[config.mk]
export PLATFORM = sky130hd
export DESIGN_NAME = sim_run_ctrl
export DESIGN_NICKNAME = d
export VERILOG_FILES = /design/src/rtl/sim_run_pkg.sv /design/src/rtl/prio_enc_lowest.sv /design/src/rtl/sim_run_ctrl.sv
export SDC_FILE = /design/constraint.sdc
export NUM_CORES = 1
export LEC_CHECK = 0
export ABC_AREA = 1
export CAP_MARGIN = 20
export CORE_MARGIN = 10
export CORE_UTILIZATION = 51
export DETAILED_ROUTE_END_ITERATION = 7
export PLACE_DENSITY = 0.77
export SETUP_SLACK_MARGIN = 0.2
export SKIP_CTS_REPAIR_TIMING = 1
export SLEW_MARGIN = 20
export SYNTH_ARGS = -nofsm -noshare
export SYNTH_HDL_FRONTEND = slang
export SYNTH_HIERARCHICAL = 1
export SYNTH_SLANG_ARGS = --single-unit
[constraint.sdc]
create_clock -name clk -period 3.78 [get_ports clk]
set_input_delay 0.378 -clock clk [delete_from_list [all_inputs] [get_ports clk]]
set_output_delay 0.378 -clock clk [all_outputs]
set_load 0.02 [all_outputs]
[src/rtl/sim_run_pkg.sv]
// Shared types and helpers for the simulation run controller.
// Optional stall watchdog is enabled by defining SIM_RUN_CTRL_STALL_WDOG_EN.
package sim_run_pkg;

  localparam int unsigned STATUS_W     = 3;
  // Upper bound on channel count accepted by popcount().
  localparam int unsigned MAX_CHANNELS = 256;

  typedef enum logic [1:0] {
    StRun,
    StDrain,
    StDone
  } run_state_t;

  typedef enum logic [STATUS_W-1:0] {
    StatusRunning = 3'd0,
    StatusHalt    = 3'd1,
    StatusTimeout = 3'd2,
    StatusMonErr  = 3'd3,
    StatusMemErr  = 3'd4,
    StatusStall   = 3'd5
  } run_status_t;

  // Number of set bits, widened to the retire counter width.
  function automatic logic [63:0] popcount(input logic [MAX_CHANNELS-1:0] v);
    logic [63:0] n;
    n = '0;
    for (int i = 0; i < MAX_CHANNELS; i++) begin
      n = n + 64'(v[i]);
    end
    return n;
  endfunction

endpackage

[src/rtl/prio_enc_lowest.sv]
// Lowest-set-bit priority encoder: idx is the index of the lowest set bit of req.
module prio_enc_lowest #(
  parameter int unsigned WIDTH = 8,
  parameter int unsigned IDX_W = (WIDTH > 1) ? $clog2(WIDTH) : 1
) (
  input  logic [WIDTH-1:0] req,
  output logic [IDX_W-1:0] idx,
  output logic             valid
);

  // Scan from the top down so the lowest set bit wins.
  always_comb begin
    idx   = '0;
    valid = 1'b0;
    for (int i = WIDTH - 1; i >= 0; i--) begin
      if (req[i]) begin
        idx   = IDX_W'(i);
        valid = 1'b1;
      end
    end
  end

endmodule

[src/rtl/sim_run_ctrl.sv]
// Simulation run controller: decides when and why a run ends (halt, timeout,
// monitor/memory error with drain, optional stall) and keeps end-of-run counters.
// Define SIM_RUN_CTRL_STALL_WDOG_EN to build in the no-commit stall watchdog.
module sim_run_ctrl
  import sim_run_pkg::*;
#(
  parameter int unsigned CHANNELS       = 8,
  parameter int unsigned TIMEOUT_CYCLES = 10000000,
  parameter int unsigned DRAIN_CYCLES   = 5,
  parameter int unsigned STALL_CYCLES   = 10000,
  localparam int unsigned HALT_CHAN_W   = (CHANNELS > 1) ? $clog2(CHANNELS) : 1
) (
  input  logic                   clk,
  input  logic                   rst,
  input  logic [CHANNELS-1:0]    halt,
  input  logic [CHANNELS-1:0]    commit,
  input  logic                   mon_error,
  input  logic                   mem_error,
  output logic                   finish,
  output logic [STATUS_W-1:0]    status,
  output logic [HALT_CHAN_W-1:0] halt_chan,
  output logic [63:0]            cycle_count,
  output logic [63:0]            retire_count
);

  run_state_t              state_q;
  run_status_t             status_q;
  logic                    finish_q;
  logic [HALT_CHAN_W-1:0]  halt_chan_q;
  logic [63:0]             cycle_q;
  logic [63:0]             retire_q;
  logic [31:0]             timeout_q;
  logic [31:0]             drain_q;

  logic [HALT_CHAN_W-1:0]  halt_idx;
  logic                    halt_any;
  logic [63:0]             commit_n;
  logic                    timeout_hit;
  logic                    stall_hit;

  prio_enc_lowest #(
    .WIDTH (CHANNELS),
    .IDX_W (HALT_CHAN_W)
  ) u_halt_enc (
    .req   (halt),
    .idx   (halt_idx),
    .valid (halt_any)
  );

  assign commit_n    = popcount(MAX_CHANNELS'(commit));
  assign timeout_hit = (timeout_q == 32'd0);

`ifdef SIM_RUN_CTRL_STALL_WDOG_EN
  logic [31:0] stall_q;

  // Stall fires in the cycle the commit-free run length reaches STALL_CYCLES.
  assign stall_hit = (commit == '0) &&
                     (({1'b0, stall_q} + 33'd1) >= 33'(STALL_CYCLES));

  // Consecutive commit-free RUN cycles; frozen outside RUN.
  always_ff @(posedge clk) begin
    if (rst) begin
      stall_q <= '0;
    end else if (state_q == StRun) begin
      stall_q <= (commit == '0) ? stall_q + 32'd1 : '0;
    end
  end
`else
  // No watchdog: never stalls (parameter referenced only to keep it bound).
  assign stall_hit = 1'b0 && (STALL_CYCLES == 32'd0);
`endif

  // Run FSM with registered status, counters and finish.
  always_ff @(posedge clk) begin
    if (rst) begin
      state_q     <= StRun;
      status_q    <= StatusRunning;
      finish_q    <= 1'b0;
      halt_chan_q <= '0;
      cycle_q     <= '0;
      retire_q    <= '0;
      timeout_q   <= TIMEOUT_CYCLES;
      drain_q     <= '0;
    end else begin
      unique case (state_q)
        StRun: begin
          cycle_q  <= cycle_q + 64'd1;
          retire_q <= retire_q + commit_n;
          if (!timeout_hit) begin
            timeout_q <= timeout_q - 32'd1;
          end
          if (mem_error) begin
            status_q <= StatusMemErr;
            drain_q  <= DRAIN_CYCLES;
            state_q  <= StDrain;
          end else if (mon_error) begin
            status_q <= StatusMonErr;
            drain_q  <= DRAIN_CYCLES;
            state_q  <= StDrain;
          end else if (timeout_hit) begin
            status_q <= StatusTimeout;
            finish_q <= 1'b1;
            state_q  <= StDone;
          end else if (stall_hit) begin
            status_q <= StatusStall;
            finish_q <= 1'b1;
            state_q  <= StDone;
          end else if (halt_any) begin
            status_q    <= StatusHalt;
            halt_chan_q <= halt_idx;
            finish_q    <= 1'b1;
            state_q     <= StDone;
          end
        end
        StDrain: begin
          cycle_q <= cycle_q + 64'd1;
          // A zero drain length still spends one cycle here.
          if (drain_q <= 32'd1) begin
            finish_q <= 1'b1;
            state_q  <= StDone;
          end else begin
            drain_q <= drain_q - 32'd1;
          end
        end
        StDone: begin
        end
        default: begin
          finish_q <= 1'b1;
          state_q  <= StDone;
        end
      endcase
    end
  end

  assign finish       = finish_q;
  assign status       = status_q;
  assign halt_chan    = halt_chan_q;
  assign cycle_count  = cycle_q;
  assign retire_count = retire_q;

endmodule

# After elaboration in Yosys (flattened, before gate mapping)

Index checks and enable logic that the tools add are counted.
W data, S select, Z words.

Bits in registers: 201
Bits of input ports: 20
Output and inout port bits: 135
Word-level logic and storage cells: 80

Magnitude comparators: 1
Add/sub/neg operators: 11
Reduce and logical (&&, ||, !) cells: 11
Multiplexer cells: 36
Equality and inequality tests: 9
Bitwise logic cells: 4

Operators by type and width:

| cell                    | count |
|---|---|
| $mux W32                | 3 |
| $add A64 B1 Y64 const B | 1 |
| $add A64 B8 Y64         | 1 |
| $pmux W32 S2            | 1 |
| $sub A32 B1 Y32 const B | 2 |
| $mux W3                 | 12 |
| $le A32 B1 Y1 const B   | 1 |
| $logic_not A32 Y1       | 1 |
| $mux W1                 | 13 |
| $mux W2                 | 5 |
| $reduce_and A5 Y1       | 2 |
| $add A7 B1 Y8           | 1 |
| $ne A2 B2 Y1 const B    | 4 |
| $add A6 B1 Y7           | 1 |
| $add A5 B1 Y6           | 1 |
| $ne A3 B3 Y1 const B    | 2 |
| $pmux W2 S3             | 1 |
| $reduce_and A3 Y1       | 2 |
| $add A4 B1 Y5           | 1 |
| $ne A5 B5 Y1 const B    | 1 |
| $add A3 B1 Y4           | 1 |
| $not A1 Y1              | 4 |
| $reduce_and A2 Y1       | 2 |
| $reduce_bool A4 Y1      | 1 |
| other kinds (8)         | 8 |

# Logic depth before layout (Yosys ltp)

Word-level depth: 13
Mapped depth: 17
Depth with buffers taken out: 17

# By module

The synthesis kept the hierarchy.

By module, submodules not included:

| module          | area each (sq um) | seq. area each (sq um) | instances | cells an instance |
|---|---|---|---|---|
| sim_run_ctrl    | 12,074.1          | 4,023.9                | 1         | 1,962 |
| prio_enc_lowest | 98.8              | 0.0                    | 1         | 22 |

# Least setup slack after synthesis

OpenSTA, ideal clock, no wires.

Kind: input port to flip-flop
From: input port commit[0]
To: register retire_q[60] (netlist: retire_count[60])
Slack: 0.240 ns
Data arrival time: 3.427 ns
Required time: 3.667 ns
Cell stages on the path: 16
Library setup time: 0.113 ns
Path buffers: 0
Cell sequence: fa_1 -> inv_1 -> fa_1 -> fa_1 -> fa_1 -> inv_1 -> fa_1 -> nand3_1 -> nand2_1 -> nand2_1 -> nor2_1 -> nand2_1 -> nor3_1 -> nand2_1 -> nand2_1 -> nor2_1

Longest elaborated chain between the ends: 8

Ends and longest elaborated chain:

| what                   | RTL line           | text |
|---|---|---|
| start: declaration     | sim_run_ctrl.sv:16 | `input logic [CHANNELS-1:0] commit,` |
| $add A1 B1 Y2          | sim_run_pkg.sv:29  | `n = n + 64'(v[i]);` |
| $add A2 B1 Y3          | sim_run_pkg.sv:29  |  |
| $add A3 B1 Y4          | sim_run_pkg.sv:29  |  |
| $add A4 B1 Y5          | sim_run_pkg.sv:29  |  |
| $add A5 B1 Y6          | sim_run_pkg.sv:29  |  |
| $add A6 B1 Y7          | sim_run_pkg.sv:29  |  |
| $add A7 B1 Y8          | sim_run_pkg.sv:29  |  |
| $add A64 B8 Y64        | sim_run_ctrl.sv:88 | `retire_q <= retire_q + commit_n;` |
| end signal: assignment | sim_run_ctrl.sv:88 |  |
| end: declaration       | sim_run_ctrl.sv:31 | `logic [63:0] retire_q;` |

Every way passes these cells.
A chain may end at the register's enable or synchronous reset.

# Final worst setup path

From: input port commit[3]
To: register retire_q[48] (netlist: retire_count[48])

Longest elaborated chain between the ends: 6

Ends and longest elaborated chain:

| what            | RTL line |
|---|---|
| $add A3 B1 Y4   | sim_run_pkg.sv:29 |
| $add A4 B1 Y5   | sim_run_pkg.sv:29 |
| $add A5 B1 Y6   | sim_run_pkg.sv:29 |
| $add A6 B1 Y7   | sim_run_pkg.sv:29 |
| $add A7 B1 Y8   | sim_run_pkg.sv:29 |
| $add A64 B8 Y64 | sim_run_ctrl.sv:88 |

Every way passes these cells.

==> reports/results.ini <==
[pwr]
p_per_area_nw_per_um2=555
intPower_mw=4.69
comb_power_share_pct=43.9
clkPwrFrac_pct=24.8
leakagePower_nw=5.75
vdd_drop_max_uv=348
pwr-share-seq_pct=31.2
swShare_pct=43.1
power.switching_mw=3.56

[setup_path]
crit_arrival_ps=3810
cp.required_ps=4150
end_kind=flop
worstSetupStartpoint=commit[3]
reg2reg_slack_ps=560
critPathCapture=retire_count[48]
critPathKind=in -> reg
cp_cell_sequence=dlymetal6s2s_1 > fa_1 > inv_2 > fa_1 > fa_1 > fa_2 > inv_2 > fa_2 > nand3_2 > nand2_4 > buf_6 > nand3_4 > nor2_4 > nand3_2 > nor2_1 > nand2_1 > nand2_1 > nor2_1
cp-start-kind=input pin
cp_slowest_stage_delay_ps=620
slowest_stage=fa_1
reg2reg_from=retire_count[0]
r2r_end=retire_count[48]
cp_max_fo=4
rr_worst_depth=16
crit_top_cell=fa_1

[floorplan]
die_x_um=174
fp.dieArea_um2=30400
rows=56
die_h_um=174
core_um2=23500
ioPinCount=155
initial_utilization_pct=51.9

[yosys]
synthDistinctLibCells=44
yosysWarnings=6
avgSynthCellArea_um2=6.14
async_reset_ff_share_pct=0
yosys.area.top_type=dfxtp_1
ys_top_cells_by_area=dfxtp_1 33%, nand2_1 17%, nor2_1 13%
synthesis.instances=1984
ys_seq_elements=201
synth-edff-count=0
seq_area_frac_synth_pct=33.1
synth_area_um2=12200
synth_fp_nets=2019
synth_common_cells=548 x nand2_1, 416 x nor2_1, 224 x inv_1, 201 x dfxtp_1, 120 x a21oi_1
synth_top_area_share_pct=33.1
synth_ff_type=dfxtp_1
yosys.cell_count.top_type=nand2_1

[final_layout]
nFillCells=2206
syn_to_final_growth_pct=22.1
diodes=0
fin_util_pct=63.3
drive_gt1_share_pct=5.87
nets=2183

[drt]
drt_iter0_drc=1193
vias_per_cell=5.26
wire_per_inst_um=14.8
firstDrtPassIters=6
drc=0
vias=13055
routed_wl_mm=36.6
antenna_left=0

[run]
drv_cap=0

[cts]
cts_sinks=201
clock_latency_ps=530
ctsHtreeMaxLevel=1
cts_buffer_depth=3
clkTransAtPathRegs_ps=60
cts_tree=built
cts_root_buf=clkbuf_16
numCtsBuffers=23

[sta]
fin_crit_ps=3440
finalClockSkew_ps=19.2
hold_viol=0
fmax_ghz=0.291
drv_slew=0
rsz0062_at_grt=no
slew_headroom_pct=37.3
worst_pin_slew_ps=939
finalSetupTns_ps=0
setup_viol=0
finalCritPeriodShare_pct=90.9

[grt]
antenna_found_initial=0
met2_usage_pct=39.6
grtUsageTotal_pct=23.3
grtUsageMet1_pct=29.6
grt-ovfl-total=0
grt_pass1_wl_mm=60.7
grt_pass1_vias=12495
grtUsageMet3_pct=4.31
grt_max_degree=65
grt.busiest_layer=met2

[hold_path]
hold_path.class=in -> reg

[run_status]
status=complete, no violations

[placement]
dp_hpwl_mm=27.8
io_buffers=154
place_congestion=0.961

==> flip-flops by register name, indices dropped and copies added, names as in the netlist <==
signal / flops
cycle_count: 64
retire_count: 64
drain_q: 32
timeout_q: 32
halt_chan: 3
status: 3
state_q: 2
finish: 1
==> per-stage QoR <==
stage,total power [mW],hold WS (ps),instance area (µm²),setup slack (ps),std cells
2_1_floorplan,5.46,448,12200,240,1984
4_1_cts,8.22,337,14700,-57.2,2479
3_3_place_gp,6.08,440,14100,-504,2440
5_1_grt,8.92,389,14900,195,2481
6_report,8.25,351,14900,345,2481
3_5_place_dp,6.16,451,14100,-596,2440
==> critical path, delay by kind of cell <==
kind	cells	cell delay, ps
adders and majority gates	5	2210
buffers and inverters	4	390
and+or+nand+nor	9	860
==> power groups by stage <==
stage               sequential [mW]  combinational [mW]  clock [mW]
detailed placement             2.62                3.54           0
finish                         2.58                3.63        2.05
floorplan                      2.57                2.89           0
CTS                            2.57                3.56        2.08
global placement               2.61                3.47           0
global route                   2.60                4.15        2.17
==> metal layers <==
layer | vias up | part of all wire [%]
met5 | - | 0
met4 | 0 | 2.5
met3 | 60 | 6.9
met2 | 439 | 46
met1 | 5957 | 44
li1 | 6599 | -
==> layout make-up <==
type	count	area (µm²)	area share, %
repair buffers	181	1760	11.8
multi-input cells	1514	7160	48.1
clock inverters	6	37.5	0.252
flip-flops and latches	201	4020	27.1
inverters	227	855	5.75
clock buffers	33	633	4.26
well taps	319	399	2.68
==> worst min-delay path by stage <==
stage / end / startpoint / slack, ps / cells past startpoint
after floorplan: timeout_q[17] / timeout_q[17] / 450 / 2
after global placement: finish / finish / 440 / 2
after detailed placement: finish / finish / 450 / 2
after CTS: drain_q[26] / rst / 340 / 2
after global routing: drain_q[28] / rst / 390 / 2
final: drain_q[26] / rst / 350 / 2
==> cell families (layout without fill, tap and decap cells) <==
family / count (synthesis) / in the layout / synth area share (%)
buffers and inverters: 269 / 447 / 8.88
AO/OA/AOI/OAI: 199 / 199 / 8.60
XOR/XNOR: 59 / 59 / 4.25
adder cells (fa/ha/maj): 15 / 15 / 1.85
AND/OR/NAND/NOR: 1241 / 1241 / 43.4
flip-flops: 201 / 201 / 33.1
==> cells in the final DEF (no fill, tap or decap), types with 5 or more instances in the layout <==
cell type	netlist	final
nand2_1	548	543
nor2_1	416	412
inv_1	224	220
dfxtp_1	201	201
clkdlybuf4s50_1	0	150
a21oi_1	120	120
nand3_1	100	97
nand4_1	62	62
o21ai_0	62	57
nor3_1	47	45
xor2_1	40	40
buf_4	5	26
clkbuf_16	0	23
xnor2_1	19	19
nor2_4	11	16
nor2_2	14	13
ha_1	10	10
nor3b_1	9	9
nand2_2	5	9
clkbuf_1	23	8
inv_2	3	6
o21ai_1	1	6
and2_1	6	6
and3_1	5	5
Power figures use the tool's default switching activity.
